File: config.mk
export PLATFORM = sky130hd
export DESIGN_NAME = id_stage_pipe
export DESIGN_NICKNAME = d
export VERILOG_FILES = /design/src/rtl/id_stage_pipe.sv
export SDC_FILE = /design/constraint.sdc
export NUM_CORES = 2
export LEC_CHECK = 0
export CAP_MARGIN = 20
export CORE_MARGIN = 2
export CORE_UTILIZATION = 56
export CTS_CLUSTER_DIAMETER = 150
export DETAILED_ROUTE_END_ITERATION = 10
export GPL_ROUTABILITY_DRIVEN = 1
export PLACE_DENSITY = 0.77
export SKIP_CTS_REPAIR_TIMING = 1
export SLEW_MARGIN = 30
export SYNTH_ARGS = -nofsm -noshare
export SYNTH_HDL_FRONTEND = slang
export SYNTH_SLANG_ARGS = --single-unit
export TNS_END_PERCENT = 30
File: constraint.sdc
create_clock -name clk -period 2 [get_ports clk]
set_clock_uncertainty 0.1 [all_clocks]
set_input_delay 0.2 -clock clk [delete_from_list [all_inputs] [get_ports clk]]
set_output_delay 0.2 -clock clk [all_outputs]
set_load 0.02 [all_outputs]
File: src/rtl/id_stage_pipe.sv
// MIPS instruction-decode stage: control decode, register file with write-through bypass,
// and a registered ID/EX boundary with valid/ready handshake, load-use stall and flush.
module id_stage_pipe #(
    parameter int XLEN    = 32,
    parameter int NREG    = 32,
    parameter int EXT_OPS = 1,
    localparam int RAW    = $clog2(NREG)
) (
    input  logic            clk,
    input  logic            rst_n,
    input  logic            if_valid,
    input  logic [31:0]     if_instr,
    output logic            id_ready,
    input  logic            flush,
    input  logic            wb_we,
    input  logic [RAW-1:0]  wb_addr,
    input  logic [XLEN-1:0] wb_data,
    input  logic            ex_ready,
    output logic            ex_valid,
    output logic [XLEN-1:0] ex_rs_data,
    output logic [XLEN-1:0] ex_rt_data,
    output logic [XLEN-1:0] ex_imm,
    output logic [RAW-1:0]  ex_rs,
    output logic [RAW-1:0]  ex_rt,
    output logic [RAW-1:0]  ex_dst,
    output logic [3:0]      ex_alu_ctrl,
    output logic            ex_alu_src,
    output logic            ex_mem_read,
    output logic            ex_mem_write,
    output logic            ex_mem_to_reg,
    output logic            ex_reg_write,
    output logic            ex_branch,
    output logic            ex_branch_ne,
    output logic            ex_illegal
);

    localparam logic [3:0] ALU_ADD = 4'b0010;
    localparam logic [3:0] ALU_SUB = 4'b0110;
    localparam logic [3:0] ALU_AND = 4'b0000;
    localparam logic [3:0] ALU_OR  = 4'b0001;
    localparam logic [3:0] ALU_SLT = 4'b0111;

    typedef struct packed {
        logic            valid;
        logic [XLEN-1:0] rs_data;
        logic [XLEN-1:0] rt_data;
        logic [XLEN-1:0] imm;
        logic [RAW-1:0]  rs;
        logic [RAW-1:0]  rt;
        logic [RAW-1:0]  dst;
        logic [3:0]      alu_ctrl;
        logic            alu_src;
        logic            mem_read;
        logic            mem_write;
        logic            mem_to_reg;
        logic            reg_write;
        logic            branch;
        logic            branch_ne;
        logic            illegal;
    } idex_t;

    logic [XLEN-1:0] regs_q [NREG];
    logic [XLEN-1:0] regs_d [NREG];
    idex_t           idex_q, idex_d, dec;

    logic [5:0]     opcode, funct;
    logic [4:0]     rs_f, rt_f, rd_f;
    logic [RAW-1:0] rs_idx, rt_idx, rd_idx;
    logic           rt_src, zext, hazard, advance, accept;

    assign opcode = if_instr[31:26];
    assign funct  = if_instr[5:0];
    assign rs_f   = if_instr[25:21];
    assign rt_f   = if_instr[20:16];
    assign rd_f   = if_instr[15:11];
    assign rs_idx = rs_f[RAW-1:0];
    assign rt_idx = rt_f[RAW-1:0];
    assign rd_idx = rd_f[RAW-1:0];

    always_comb begin
        regs_d = regs_q;
        if (wb_we && wb_addr != '0)
            regs_d[wb_addr] = wb_data;
    end

    always_comb begin
        dec         = '0;
        rt_src      = 1'b0;
        zext        = 1'b0;
        dec.rs      = rs_idx;
        dec.rt      = rt_idx;
        // Reads see a same-cycle write-back so WB->ID needs no extra forwarding.
        dec.rs_data = (rs_idx == '0) ? '0 :
                      (wb_we && wb_addr == rs_idx) ? wb_data : regs_q[rs_idx];
        dec.rt_data = (rt_idx == '0) ? '0 :
                      (wb_we && wb_addr == rt_idx) ? wb_data : regs_q[rt_idx];
        case (opcode)
            6'b000000: begin
                dec.dst       = rd_idx;
                dec.reg_write = 1'b1;
                rt_src        = 1'b1;
                case (funct)
                    6'b100000: dec.alu_ctrl = ALU_ADD;
                    6'b100010: dec.alu_ctrl = ALU_SUB;
                    6'b100100: dec.alu_ctrl = ALU_AND;
                    6'b100101: dec.alu_ctrl = ALU_OR;
                    6'b101010: dec.alu_ctrl = ALU_SLT;
                    default:   dec.illegal  = 1'b1;
                endcase
            end
            6'b100011: begin
                dec.dst        = rt_idx;
                dec.alu_src    = 1'b1;
                dec.mem_read   = 1'b1;
                dec.mem_to_reg = 1'b1;
                dec.reg_write  = 1'b1;
                dec.alu_ctrl   = ALU_ADD;
            end
            6'b101011: begin
                dec.alu_src   = 1'b1;
                dec.mem_write = 1'b1;
                dec.alu_ctrl  = ALU_ADD;
                rt_src        = 1'b1;
            end
            6'b000100: begin
                dec.branch   = 1'b1;
                dec.alu_ctrl = ALU_SUB;
                rt_src       = 1'b1;
            end
            6'b001000: begin
                dec.dst       = rt_idx;
                dec.alu_src   = 1'b1;
                dec.reg_write = 1'b1;
                dec.alu_ctrl  = ALU_ADD;
            end
            6'b001100, 6'b001101, 6'b001010: begin
                if (EXT_OPS != 0) begin
                    dec.dst       = rt_idx;
                    dec.alu_src   = 1'b1;
                    dec.reg_write = 1'b1;
                    zext          = (opcode != 6'b001010);
                    dec.alu_ctrl  = (opcode == 6'b001100) ? ALU_AND :
                                    (opcode == 6'b001101) ? ALU_OR  : ALU_SLT;
                end else begin
                    dec.illegal = 1'b1;
                end
            end
            6'b000101: begin
                if (EXT_OPS != 0) begin
                    dec.branch_ne = 1'b1;
                    dec.alu_ctrl  = ALU_SUB;
                    rt_src        = 1'b1;
                end else begin
                    dec.illegal = 1'b1;
                end
            end
            default: dec.illegal = 1'b1;
        endcase
        // An illegal instruction carries only its flag; no side effect may leak to EX/MEM/WB.
        if (dec.illegal) begin
            dec.dst        = '0;
            dec.alu_ctrl   = '0;
            dec.alu_src    = 1'b0;
            dec.mem_read   = 1'b0;
            dec.mem_write  = 1'b0;
            dec.mem_to_reg = 1'b0;
            dec.reg_write  = 1'b0;
            dec.branch     = 1'b0;
            dec.branch_ne  = 1'b0;
        end
        if (dec.dst == '0)
            dec.reg_write = 1'b0;
        dec.imm = zext ? {{(XLEN-16){1'b0}}, if_instr[15:0]}
                       : {{(XLEN-16){if_instr[15]}}, if_instr[15:0]};
    end

    assign advance  = !idex_q.valid || ex_ready;
    assign hazard   = idex_q.valid && idex_q.mem_read && (idex_q.dst != '0) &&
                      ((idex_q.dst == rs_idx) || ((idex_q.dst == rt_idx) && rt_src));
    assign id_ready = flush || (advance && !hazard);
    assign accept   = if_valid && id_ready;

    always_comb begin
        idex_d = idex_q;
        if (flush) begin
            idex_d.valid = 1'b0;
        end else if (advance) begin
            idex_d       = dec;
            idex_d.valid = accept;
        end
    end

    always_ff @(posedge clk or negedge rst_n) begin
        if (!rst_n) begin
            idex_q <= '0;
            for (int i = 0; i < NREG; i++)
                regs_q[i] <= '0;
        end else begin
            idex_q <= idex_d;
            regs_q <= regs_d;
        end
    end

    assign ex_valid      = idex_q.valid;
    assign ex_rs_data    = idex_q.rs_data;
    assign ex_rt_data    = idex_q.rt_data;
    assign ex_imm        = idex_q.imm;
    assign ex_rs         = idex_q.rs;
    assign ex_rt         = idex_q.rt;
    assign ex_dst        = idex_q.dst;
    assign ex_alu_ctrl   = idex_q.alu_ctrl;
    assign ex_alu_src    = idex_q.alu_src;
    assign ex_mem_read   = idex_q.mem_read;
    assign ex_mem_write  = idex_q.mem_write;
    assign ex_mem_to_reg = idex_q.mem_to_reg;
    assign ex_reg_write  = idex_q.reg_write;
    assign ex_branch     = idex_q.branch;
    assign ex_branch_ne  = idex_q.branch_ne;
    assign ex_illegal    = idex_q.illegal;

endmodule
Word level (Yosys, flattened, before mapping)
Cells that the tools add are included.
Operators by class
  equality and inequality tests: 18
  reductions and logical operators: 32
  bitwise operators: 4
  order comparisons: 4
  mux-type cells: 33
Operator list (number)
  $bwmux W1024: 1
  $bmux W32 S5: 2
  $mux W32: 10
  $demux W32 S5: 1
  $mux W124: 1
  $eq A6 B6 Y1 const B: 7
  $eq A6 B4 Y1 const B: 4
  $eq A5 B5 Y1: 4
  $ge A6 B6 Y1 const B: 3
  $not A5 Y6: 3
  $mux W16: 1
  $pmux W4 S4: 1
  $logic_not A5 Y1: 3
  $eq A6 B3 Y1 const B: 2
  $pmux W3 S4: 1
  $reduce_or A6 Y1: 2
  $mux W1: 11
  $logic_and A1 B1 Y1: 10
  $pmux W5 S2: 1
  $reduce_bool A5 Y1: 2
  $reduce_or A5 Y1: 2
  $reduce_or A8 Y1: 1
  $logic_not A6 Y1: 1
  $lt A6 B1 Y1 const B: 1
  11 further kinds: 16
Word-level totals
  output and inout bits: 125
  flip-flop bits (word level): 1148
  input port bits: 75
  word-level logic and storage cells: 139

Logic depth before layout (Yosys ltp)
  depth after elaboration: 12
  depth in mapped cells: 10
  gate-level depth less buffers: 5

Least setup slack after synthesis
Ideal clock, no wire load.
  path type: input -> output
  start point: input if_instr[16]
  end point: output id_ready
  data required time: 1.700 ns
  arrival time: 1.969 ns
  cell stages on the path: 9
  path slack: -0.269 ns
  cells stage by stage: buf_2 > buf_4 > buf_2 > buf_2 > xnor2_1 > nand4_1 > or4_1 > a21oi_1 > o21bai_1
Between the ends
  cells in the longest elaborated chain, start to end: 7
Ends and longest elaborated chain
  start: declaration: line 12  | input logic [31:0] if_instr,
  $eq A5 B5 Y1: line 179  | ((idex_q.dst == rs_idx) || ((idex_q.dst == rt_idx) && rt_src));
  $logic_and A1 B1 Y1: line 179
  $logic_or A1 B1 Y1: line 179
  $logic_and A1 B1 Y1: line 178  | assign hazard = idex_q.valid && idex_q.mem_read && (idex_q.dst != '0) &&
  $logic_not A1 Y1: line 180  | assign id_ready = flush || (advance && !hazard);
  $logic_and A1 B1 Y1: line 180
  $logic_or A1 B1 Y1: line 180
  end: declaration: line 13  | output logic id_ready,
Every way passes these cells.

Worst setup path after layout
  start point: register idex_q, in the netlist ex_dst[2]
  end point: output id_ready
Between the ends
  cells in the longest elaborated chain, start to end: 7
Ends and longest elaborated chain
  start: declaration: line 64  | idex_t idex_q, idex_d, dec;
  start signal: assignment: line 199  | idex_q <= idex_d;
  $eq A5 B5 Y1: line 179
  $logic_and A1 B1 Y1: line 179
  $logic_or A1 B1 Y1: line 179
  $logic_and A1 B1 Y1 *: line 178
  $logic_not A1 Y1 *: line 180
  $logic_and A1 B1 Y1 *: line 180
  $logic_or A1 B1 Y1 *: line 180
Every way passes the cells marked *; elsewhere a longest branch is shown, timed or not.

==> results by group <==
STA
  • Fmax: 0.371 GHz
  • Setup TNS Final: -2590 ps
  • Slew @ Worst Pin: between 700 and 800 ps
  • Unrepaired setup endpoints after global routing: yes
  • Final period util: 1.35
  • Pins Over Slew Limit: 0
  • Slew margin rel.: 0.529
  • Fin. Hold Viols: 2
  • Minimum clock period: approximately 2700 ps
  • Hold slack: -17.1 ps
  • Setup Viol. Count Final: 39
  • Final worst setup slack: -696 ps

Worst setup path
  • Critical-path cell list: xnor2_2 -> nand4_1 -> or4_4 -> a21oi_4 -> o21bai_4 -> buf_2
  • Req. time, crit path: roughly 1700 ps
  • Critical Path Max Stage Delay: ~470 ps
  • RR Endpoint: ex_rs_data[29]
  • CP max-delay cell: or4_4
  • Path depth of the worst reg2reg path: 5
  • FF-to-FF setup slack: -60 ps
  • WS Path Type: reg -> out
  • Crit Path Max Fanout: 4
  • Worst flop-to-flop path startpoint: regs_q[29]
  • Crit path arrival time: around 2400 ps
  • Critical path capture point type: primary output
  • Startpoint types: flop

Yosys
  • Ys flop type: dfrtp_1
  • Mapped Area: 58,600 µm²
  • Mapped Avg Cell Area: 15.0 µm²
  • Post-synthesis sequential area ratio: 0.483
  • Synth warn: 0
  • Syn Inst Count: 3,909
  • Post-synth EDFFs: 0
  • Synth cell types: 55
  • Synthesized flop and latch total: 1,131
  • Ys async rst share: 1.00
  • Mapped Nets: 3,984

Global route
  • Global-route wire length before repair: ~280,000 µm
  • GRT Residual Overflow: 0
  • Largest net degree at the start of global routing: 74
  • Vias in the first global route: between 40,000 and 50,000
  • Initial antenna violation count: 5
  • Overall Global Routing Usage: 0.360

Job
  • Max-cap viol count: 0

Clock tree
  • CTS tree: yes
  • CTS buffer count: 116
  • H-tree depth: 3
  • Root buffer cell: clkbuf_16
  • Worst skew pair latency: between 700 and 800 ps
  • Bufs on Longest Clock Path: 3
  • Clock transition at path regs: 60 ps
  • CTS sink count: 1,131

Layout
  • Fillcell total: slightly below 7,000
  • Final Cell Area: 71,400 µm²
  • Layout area overhead: 21.8%
  • Final net count: 4,409
  • Post-route core utilization: 0.689
  • Layout Cells excl Fill: just under 6,000
  • Share of cells above drive strength 1: 0.536

Die
  • Vert. Die Dim: 328 µm
  • Die area: 107,000 µm²
  • I/O Pins: 200
  • Die Wd: 328 µm
  • Core area: 104,000 µm²
  • Initial Utilization: 0.566
  • Row cnt: roughly 120

Hold path
  • Number of stages on the worst hold path: 3
  • Worst hold start: if_valid
  • Hold EP: ex_valid
  • Worst hold path class: in -> reg

Placed design
  • Placer Congestion: 0.908
  • Area of placed instances: 66,600 µm²
  • Port Buf Inserts: 198
  • Hpwl dp: ~120,000 µm
  • Placed cells: 5,580
  • Post-Place Worst Slack: -738 ps

Outcome
  • Failing checks: negative hold slack, negative setup slack
  • Status: finished, violations left

Pwr
  • Power Density: 963 nW/µm²
  • Leakage: 32.6 nW
  • Maximum VDD drop: about 0.75 mV

Drt
  • Initial DRC Count: 4,744
  • Via Count: 41,062
  • Vias/cell: 7.06
  • Post-route antenna net violation count: 0
  • DR DRC count: 0
  • Wire per inst: ~33 µm
  • Total wire length: 193,000 µm
  • Number of iterations in the first detailed-routing pass: 5
[logic make-up after synthesis]
kind of cell,Yosys count,synth area share
and+or+nand+nor,258,0.0216
DFF,1131,0.483
buffers and inverters,468,0.0362
muxes,1678,0.410
xor gates and xnor gates,20,0.00299
AOI/OAI and AO/OA,353,0.0464
other,1,0.0000640
[worst max-delay path: cells and delay by family, from the launching register on]
family | cells | cell delay [ps]
AO/OA/AOI/OAI | 2 | 260
AND/OR/NAND/NOR | 2 | 660
XOR/XNOR | 1 | 170
buffers and inverters | 1 | 160
flip-flops | 1 | 440
[cells in the mapped netlist, types with 3 or more instances]
cell      number  share of area
nor2_1        35         0.0022
mux4_2       474           0.18
nand4_1        4        0.00043
buf_2         86         0.0073
buf_4         51         0.0065
xnor2_1       16         0.0024
o221ai_1      40         0.0060
nand2b_1       6        0.00064
nand3b_1       5        0.00064
o21ai_1        5        0.00043
xor2_1         4        0.00060
a32oi_1        5        0.00075
a221oi_1      26         0.0039
buf_1         66         0.0042
o31ai_1        3        0.00038
a221o_1       60          0.010
a22o_1        31         0.0046
nor2b_1        7        0.00075
nor3b_1        7        0.00090
o22ai_1       83         0.0089
or2_2          3        0.00032
nor3_1        11        0.00094
dfrtp_1     1131           0.48
o21bai_1       3        0.00038
o21ai_0       26         0.0022
nand3_1       11        0.00094
a22oi_1       28         0.0036
a211oi_1      13         0.0017
a31oi_1        6        0.00064
inv_1          5        0.00032
a21oi_1       14         0.0012
mux2i_1      147          0.025
mux2_2      1049           0.20
clkbuf_1     251          0.016
or3_1          3        0.00032
o22a_1         5        0.00075
and3_1         4        0.00043
nor4_1        33         0.0035
nand2_1      114         0.0073
and2_1         3        0.00032
buf_6          9         0.0017
mux2_1         8         0.0015
[cell usage in the layout (no fill, tap or decap), types with 25 or more instances in the layout]
cell type / count
dfrtp_1: 1127
mux2_2: 1043
mux4_2: 474
buf_4: 406
buf_12: 157
mux2i_1: 147
clkbuf_16: 120
dlymetal6s2s_1: 116
nand2_1: 99
o22ai_1: 82
clkdlybuf4s50_1: 72
a221o_1: 60
o221ai_1: 40
nor4_1: 32
a22o_1: 31
a22oi_1: 28
clkbuf_8: 28
o21ai_0: 25
clkinv_2: 25
[registers in the layout, summed over array words and instances, names as in the netlist]
register / flops
ex_reg_write: 1
ex_alu_ctrl: 3
regs_q: 1024
ex_alu_src: 1
ex_branch: 1
ex_mem_write: 1
ex_rs_data: 32
ex_branch_ne: 1
ex_illegal: 1
ex_valid: 1
ex_imm: 17
ex_rt: 5
ex_rt_data: 32
ex_dst: 5
ex_rs: 5
ex_mem_read: 1
[routing by layer]
metal  up-vias  global-route usage  part of all wire
li1      16015                   -                 -
met1     21626               0.479              0.38
met2      2750               0.549              0.45
met3       667              0.0948              0.11
met4         4               0.186             0.062
met5         -                   0           0.00011
[layout make-up]
class	instances	area, µm²	share of cell area
antenna	2	5.00	0.0000700
clock buffer	171	3450	0.0483
clock inverter	47	649	0.00909
inverter	5	18.8	0.000263
multi-input combinational	2310	28700	0.402
sequential	1131	28300	0.396
tap	1380	1730	0.0242
timing repair buffer	770	8590	0.120
[where the power goes]
part	internal, mW	leakage, nW	total, mW	switching, mW
Sequential	27.1	14.5	30.5	3.32
Clock	13.9	2.03	23.4	9.50
Combinational	8.95	16.1	15.0	6.03
Total	49.9	32.6	68.8	18.9
[stage by stage]
step	power [mW]	hold WS, ps
finish	68.8	-17.1
detailed placement	45.2	-56.7
CTS	68.5	-808
global route	71.1	-2.35
floorplan	39.6	-196
global placement	44.5	-58.6
[worst max-delay path by stage]
stage                     depth (start not counted)        endpoint          from
after floorplan                                   7  ex_rs_data[27]      ex_valid
after global placement                            8        id_ready  if_instr[19]
after global routing                              6        id_ready     ex_dst[0]
after CTS                                         6        id_ready     ex_dst[2]
after detailed placement                          8        id_ready  if_instr[19]
final                                             6        id_ready     ex_dst[2]
Note: power is estimated with default switching activity, not from simulation.
